File: src/rtl/gshare_predictor.sv
// Purpose: direction predictor for the fetch stage: table of saturating counters indexed by PC or PC^GHR.
// Latency: lookup is combinational (zero cycles); table, GHR and statistics update at the next clk edge.
// Backpressure: none; a lookup is served every cycle and an update is accepted every cycle.
//
// Ports:
//   clk, reset                     clock; synchronous active-high reset
//   pred_valid, pred_pc            fetch lookup request (pred_valid only gates the speculative GHR shift)
//   pred_taken, pred_idx, pred_ghr prediction plus the index and pre-shift GHR carried down the pipe
//   upd_valid, upd_idx, upd_ghr,   resolved-branch update from EX; upd_ghr/upd_taken rebuild the GHR
//   upd_taken, upd_mispredict      when the branch was mispredicted
//   br_cnt, mis_cnt                resolved-branch and mispredict counters since reset (wrap at 2^32)

module gshare_predictor #(
    parameter int IDX_BITS  = 5,
    parameter int CTR_BITS  = 2,
    parameter int HIST_BITS = 5,
    parameter int GSHARE    = 1,
    parameter int INIT_CTR  = 0
) (
    input  logic                 clk,
    input  logic                 reset,

    input  logic                 pred_valid,
    input  logic [31:0]          pred_pc,
    output logic                 pred_taken,
    output logic [IDX_BITS-1:0]  pred_idx,
    output logic [HIST_BITS-1:0] pred_ghr,

    input  logic                 upd_valid,
    input  logic [IDX_BITS-1:0]  upd_idx,
    input  logic [HIST_BITS-1:0] upd_ghr,
    input  logic                 upd_taken,
    input  logic                 upd_mispredict,

    output logic [31:0]          br_cnt,
    output logic [31:0]          mis_cnt
);

    localparam int                  DEPTH    = 1 << IDX_BITS;
    localparam logic [CTR_BITS-1:0] CTR_MAX  = '1;
    localparam logic [CTR_BITS-1:0] CTR_ZERO = '0;
    localparam logic [CTR_BITS-1:0] CTR_ONE  = CTR_BITS'(1);
    localparam logic [CTR_BITS-1:0] CTR_INIT = CTR_BITS'(INIT_CTR);

    // Pattern history table and speculative global history
    logic [CTR_BITS-1:0]  pht [DEPTH];
    logic [HIST_BITS-1:0] ghr;

    // ------------------------------------------------------------------
    // Lookup
    // ------------------------------------------------------------------
    logic [IDX_BITS-1:0] pc_idx;
    logic [IDX_BITS-1:0] hist_ext;
    logic [IDX_BITS-1:0] lookup_idx;

    // Word-aligned PC bits select the entry; bits [1:0] are always zero for
    // 32-bit instructions and carry no information.
    assign pc_idx = pred_pc[IDX_BITS+1:2];

    // History is zero-extended so short histories only perturb the low index bits.
    always_comb begin
        hist_ext                = '0;
        hist_ext[HIST_BITS-1:0] = ghr;
    end

    assign lookup_idx = (GSHARE != 0) ? (pc_idx ^ hist_ext) : pc_idx;

    assign pred_idx   = lookup_idx;
    assign pred_ghr   = ghr;
    assign pred_taken = pht[lookup_idx][CTR_BITS-1];

    // ------------------------------------------------------------------
    // Counter update: saturating step toward the resolved direction.
    // No bypass to the lookup port; a same-cycle read sees the old value.
    // ------------------------------------------------------------------
    logic [CTR_BITS-1:0] upd_cur;
    logic [CTR_BITS-1:0] upd_next;

    assign upd_cur = pht[upd_idx];

    always_comb begin
        upd_next = upd_cur;
        if (upd_taken) begin
            if (upd_cur != CTR_MAX) begin
                upd_next = upd_cur + CTR_ONE;
            end
        end else begin
            if (upd_cur != CTR_ZERO) begin
                upd_next = upd_cur - CTR_ONE;
            end
        end
    end

    always_ff @(posedge clk) begin
        if (reset) begin
            for (int i = 0; i < DEPTH; i++) begin
                pht[i] <= CTR_INIT;
            end
        end else if (upd_valid) begin
            pht[upd_idx] <= upd_next;
        end
    end

    // ------------------------------------------------------------------
    // Global history
    //   spec_ghr: history after shifting in this cycle's prediction
    //   fix_ghr : history rebuilt from the mispredicted branch's snapshot
    // ------------------------------------------------------------------
    logic [HIST_BITS-1:0] spec_ghr;
    logic [HIST_BITS-1:0] fix_ghr;

    generate
        if (HIST_BITS == 1) begin : g_hist_one
            assign spec_ghr = pred_taken;
            assign fix_ghr  = upd_taken;
        end else begin : g_hist_many
            assign spec_ghr = {ghr[HIST_BITS-2:0], pred_taken};
            assign fix_ghr  = {upd_ghr[HIST_BITS-2:0], upd_taken};
        end
    endgenerate

    logic recover;
    assign recover = upd_valid && upd_mispredict;

    // Recovery wins: a lookup in the same cycle is on the wrong path and
    // will be flushed, so its speculative shift must not survive.
    always_ff @(posedge clk) begin
        if (reset) begin
            ghr <= '0;
        end else if (recover) begin
            ghr <= fix_ghr;
        end else if (pred_valid) begin
            ghr <= spec_ghr;
        end
    end

    // ------------------------------------------------------------------
    // Statistics (free-running, wrap modulo 2^32)
    // ------------------------------------------------------------------
    always_ff @(posedge clk) begin
        if (reset) begin
            br_cnt  <= '0;
            mis_cnt <= '0;
        end else begin
            if (upd_valid) begin
                br_cnt <= br_cnt + 32'd1;
            end
            if (recover) begin
                mis_cnt <= mis_cnt + 32'd1;
            end
        end
    end

    // PC bits outside the index field and the oldest snapshot bit (shifted
    // out on recovery) are intentionally ignored.
    logic unused_bits;
    assign unused_bits = ^{pred_pc[31:IDX_BITS+2], pred_pc[1:0], upd_ghr[HIST_BITS-1]};

endmodule

File: config.mk
export PLATFORM = sky130hd
export DESIGN_NAME = gshare_predictor
export DESIGN_NICKNAME = d
export VERILOG_FILES = /design/src/rtl/gshare_predictor.sv
export SDC_FILE = /design/constraint.sdc
export NUM_CORES = 1
export LEC_CHECK = 0
export CAP_MARGIN = 20
export CORE_MARGIN = 2
export CORE_UTILIZATION = 52
export DETAILED_ROUTE_END_ITERATION = 6
export GPL_ROUTABILITY_DRIVEN = 1
export HOLD_SLACK_MARGIN = 0.02
export PLACE_DENSITY = 0.77
export SKIP_CTS_REPAIR_TIMING = 1
export SYNTH_ARGS = -nofsm -noshare
export SYNTH_HDL_FRONTEND = slang
export SYNTH_SLANG_ARGS = --single-unit
File: constraint.sdc
create_clock -name clk -period 3.3 [get_ports clk]
set_clock_uncertainty 0.2 [all_clocks]
set_input_delay 0.33 -clock clk [delete_from_list [all_inputs] [get_ports clk]]
set_output_delay 0.33 -clock clk [all_outputs]
set_load 0.02 [all_outputs]
After elaboration in Yosys (flattened, before gate mapping):

Memory sizes are Yosys's and may differ from the RTL's.
Cells that the tools add are included.

* register bits after elaboration: 69
* RAM bits: 64
* input bits: 48
* memories: 1

* add/subtract/negate cells: 4
* equal/unequal tests: 1
* muxes and demuxes: 13
* bitwise logic cells: 1
* reduce and logical (&&, ||, !) cells: 4

Memory list
* pht: depth 32, width 2, rd ports 2, clocked after memory_dff 0, wr ports 32, RTL line 46 `logic [CTR_BITS-1:0] pht [DEPTH];`

Operators with widths (number)
* 32-bit by 1-bit adder with 32-bit output, second input constant: 2
* 5-bit 2-to-1 mux: 3
* 2-bit 2-to-1 mux: 4
* 1-bit 2-to-1 mux: 6
* 5-bit bitwise XOR: 1
* 2-bit nonzero test: 2
* 2-bit by 1-bit adder with 2-bit output, second input constant: 1
* 2-bit inequality test, second input constant: 1
* 2-bit OR reduction: 1
* 2-bit by 1-bit subtractor with 2-bit output, second input constant: 1
* 1-bit logical AND: 1

Longest topological paths before layout:

Gate-level depths: netlist of the first run.

* depth after elaboration: 5
* gate-level depth with buffers: 10
* gate-level depth less buffers: 6

Worst setup path before layout of the first run:

Ideal clock, no wire load.

* kind: register -> register
* start point: register ghr[1] (netlist: pred_ghr[1])
* end point: register ghr[0] (netlist: pred_ghr[0])
* data arrival time: 2.849 ns
* required time: 2.985 ns
* setup slack: 0.136 ns
* cell stages (with the launch flop): 7
* buffers on the path: 0
* period minus slack after synthesis: 3.164 ns
* cells stage by stage: dfxtp_1 > xor2_1 > mux4_2 > mux2i_1 > nor3_1 > or4_1 > o21a_1

* cells in the longest elaborated chain, start to end: 4

RTL lines
* from (decl): RTL line 47 `logic [HIST_BITS-1:0] ghr;`
* from (signal assigned): RTL line 131 `ghr <= fix_ghr;`
* from (signal assigned): RTL line 133 `ghr <= spec_ghr;`
* 5-bit bitwise XOR: RTL line 66 `assign lookup_idx = (GSHARE != 0) ? (pc_idx ^ hist_ext) : pc_idx;`
* via pred_idx[1]: RTL line 26 `output logic [IDX_BITS-1:0] pred_idx,`
* memory read 32 x 2 bit
* via pred_taken: RTL line 25 `output logic pred_taken,`
* 5-bit 2-to-1 mux: RTL line 132 `end else if (pred_valid) begin`
* 5-bit 2-to-1 mux: RTL line 130 `end else if (recover) begin`

The timed path passes the listed nets, and every way through them passes these cells. The select of a mux whose other input is x is not followed.
A chain may end at the register's enable or synchronous reset.

Final worst setup path of the first run:

* start point: input port pred_pc[2]
* end point: output port pred_taken

* cells in the longest elaborated chain, start to end: 2

RTL lines
* from (decl): RTL line 24 `input logic [31:0] pred_pc,`
* 5-bit bitwise XOR: RTL line 66
* memory read 32 x 2 bit
* to (decl): RTL line 25

Every way passes these cells.

==> flow_metrics.env, run 1 <==
export IMPL_area_delta_synth_final_pct=27.4
export IMPL_syn_nets=674
export IMPL_critPathMaxFanout=8
export IMPL_min_period_over_period=0.959
export IMPL_synth_edff_count=64
export IMPL_vias=5012
export IMPL_core_area_um2=12100
export IMPL_routed_wl_um=15400
export IMPL_cts_tree="built"
export IMPL_grt_remaining_overflow=0
export IMPL_setup_ws_ps=135
export IMPL_cts_sinks=133
export IMPL_setup_viol=0
export IMPL_synthTopCellsByCount="nor2_1, dfxtp_1, edfxtp_1"
export IMPL_swShare=0.234
export IMPL_netlist_area_um2=6490
export IMPL_ir_worst_vdd_v=0.000334
export IMPL_portBuffers=94
export IMPL_drive_gt1_frac=0.150
export IMPL_dp_hpwl_um=10700
export IMPL_synth_xor_area_frac=0.0768
export IMPL_worst_pin_slew_ps=956
export IMPL_ys_flop_type="dfxtp_1"
export IMPL_clock_root_buffer="clkbuf_16"
export IMPL_dp_cells=876
export IMPL_die_h_um=116
export IMPL_synth_compound_area_frac=0.0355
export IMPL_clockPowerShare=0.438
export IMPL_drv_slew=0
export IMPL_crit_chain="clkdlybuf4s50_1 -> xor2_2 -> buf_12 -> mux4_2 -> mux2i_1 -> nor3b_1 -> or4_1 -> buf_2"
export IMPL_ys_ff_latch=133
export IMPL_numCtsBuffers=17
export IMPL_clkLatencyLatePin_ps=420
export IMPL_dieArea_um2=13400
export IMPL_drc=0
export IMPL_die_w_um=116
export IMPL_grt_first_pass_wirelength_um=25100
export IMPL_pre_cts_ws_ps=-268
export IMPL_clockBufferDepth=2
export IMPL_stdcell_count=908
export IMPL_clk_pin_slew_ps=50
export IMPL_synth_simple_gate_area_frac=0.244
export IMPL_yosys_area_top_type="edfxtp_1"
export IMPL_crit_required_ps=2770
export IMPL_power_frac_seq=0.452
export IMPL_synth_async_reset_ratio=0
export IMPL_netlist_instances=624
export IMPL_hold_class="flip-flop to flip-flop"
export IMPL_crit_type="input pin to output pin"
export IMPL_synth_top_family_by_area="simple AND/OR/NAND/NOR gates"
export IMPL_min_path_cells=2
export IMPL_p_per_area_nw_per_um2=480
export IMPL_cp_start_kind="input pin"
export IMPL_fin_nets=777
export IMPL_worst_r2r_path_depth=6
export IMPL_yosys_warnings=0
export IMPL_synthTopCellsByArea="edfxtp_1, dfxtp_1, mux4_2, nor2_1, xor2_1"
export IMPL_end_kind="output pin"
export IMPL_status="finished, final reports clean"
export IMPL_antenna_cells=0
export IMPL_drtIter0Drc=366
export IMPL_grt_max_degree=102
export IMPL_fin_crit_ps=3160
export IMPL_power_internal_uw=3040
export IMPL_arrival_ps=2630
export IMPL_initial_core_util=0.536
export IMPL_avgSynthCellArea_um2=10.4
export IMPL_rsz0062_at_grt="no"
export IMPL_netSwitchingPower_uw=929
export IMPL_synth_top_area_frac=0.296
export IMPL_wl_per_cell_um=16.9
export IMPL_antenna_found_initial=0
export IMPL_finalHoldViolCount=0
export IMPL_finalWeightedCongestion=0.869
export IMPL_leakagePower_uw=0.00290
export IMPL_h_tree_depth=4
export IMPL_synth_seq_area_share=0.509
export IMPL_cap_violations=0
export IMPL_slew_headroom=0.363
export IMPL_p_comb_frac=0.110
export IMPL_synthAdderAreaFrac=0.00714
export IMPL_ant_nets=0
export IMPL_fmax_ghz=0.316
export IMPL_cp_top_family="buffers and inverters"
export IMPL_yosysUniqueCellTypes=39
export IMPL_synth_most_common_cell="nor2_1"
export IMPL_critical_path_depth=8
export IMPL_grt_pass1_vias=5177
export IMPL_rows=40
export IMPL_io_pins=123
export IMPL_first_pass_iters=5
export IMPL_track_usage=0.244
export IMPL_slowest_delay_ps=550
export IMPL_routed_via_density=5.52
export IMPL_critPathSlowestCell="or4_1"
export IMPL_synth_mux_area_fraction=0.0972
export IMPL_crit_buf_inv=3
==> worst min-delay path: stages, from the launching register on <==
cell and delay [ps]:
dfxtp_1 320, o21ai_0 70, a21oi_1 60
==> path summary, 6_finish.rpt <==
path                            startpoint         end  slack [ps]
worst max-delay path            pred_pc[2]  pred_taken         140
worst min-delay path            br_cnt[14]  br_cnt[14]         300
worst max register to register  pht[19][0]  pht[28][0]         610
worst min register to register  br_cnt[14]  br_cnt[14]         300
==> metrics by stage <==
stage                     utilization  total power (uW)  cell area (um2)  setup TNS, ps  hold WS, ps
after floorplan                     -              2080             6490              0          313
after global placement          0.638              2260             7730           -506          279
after detailed placement        0.638              2270             7730          -1680          298
after CTS                       0.683              4000             8270           -350          304
after global routing            0.683              4090             8270              0          342
final                           0.683              3970             8270              0          304
==> sequential cells by signal (all words and copies together), names as in the netlist <==
name,cells
br_cnt,32
pred_ghr,5
pht,64
mis_cnt,32
==> cells by family (layout without fill, tap and decap cells) <==
family,count (synthesis),count (layout)
AO/OA/AOI/OAI,38,38
XOR/XNOR,56,56
adder cells (fa/ha/maj),4,4
buffers and inverters,43,159
flip-flops,133,133
multiplexers,33,33
AND/OR/NAND/NOR,317,317
==> cells in the final DEF, fill, tap and decap left out, drive strengths merged, types with 4 or more instances in the layout <==
cell type      synthesis  final
dfxtp                 69     69
clkinv                 0      7
buf                    7     26
mux4                  24     24
nand2b                32     32
clkbuf                27     22
clkdlybuf4s50          0     92
and4                   8      8
nand3                 20     20
xnor2                 25     25
or3                   11     11
and3                  11     11
edfxtp                64     64
mux2i                  9      9
nand4                 10     10
a22o                   5      5
and2                   5      5
o21ai                 12     12
nand2                 61     61
xor2                  31     31
nor3                  13     13
inv                    9     11
nor3b                  6      6
a21oi                 13     13
a211oi                 4      4
nor4                   6      6
nor2                 127    127
==> area by class of cell <==
cell class,count,area [um2]
clock buffers,22,464
clock inverters,10,78.8
fillers,929,3840
inverters,9,33.8
multi-input cells,448,2990
flip-flops and latches,133,3300
well taps,168,210
repair buffers,118,1190
==> power by group through the flow <==
| stage | clock network, uW | logic, uW | registers, uW |
|---|---|---|---|
| final | 1740 | 436 | 1800 |
| after global routing | 1820 | 465 | 1800 |
| after CTS | 1760 | 444 | 1790 |
| after detailed placement | 0 | 440 | 1830 |
| after global placement | 0 | 431 | 1830 |
| after floorplan | 0 | 256 | 1830 |
==> routing by layer <==
layer	vias up	routed length (um)	GRT usage
li1	2393	-	-
met1	2413	6420	0.301
met2	177	7650	0.416
met3	29	993	0.0601
met4	0	312	0.0952
met5	-	0	0
Note: power is estimated with default switching activity, not from simulation.
==> run 2, diff against run 1 <==
- CAP_MARGIN: 20 -> unset
==> results of run 2 <==
Same layout as run 1: the final DEF is identical, and so are final timing and power.
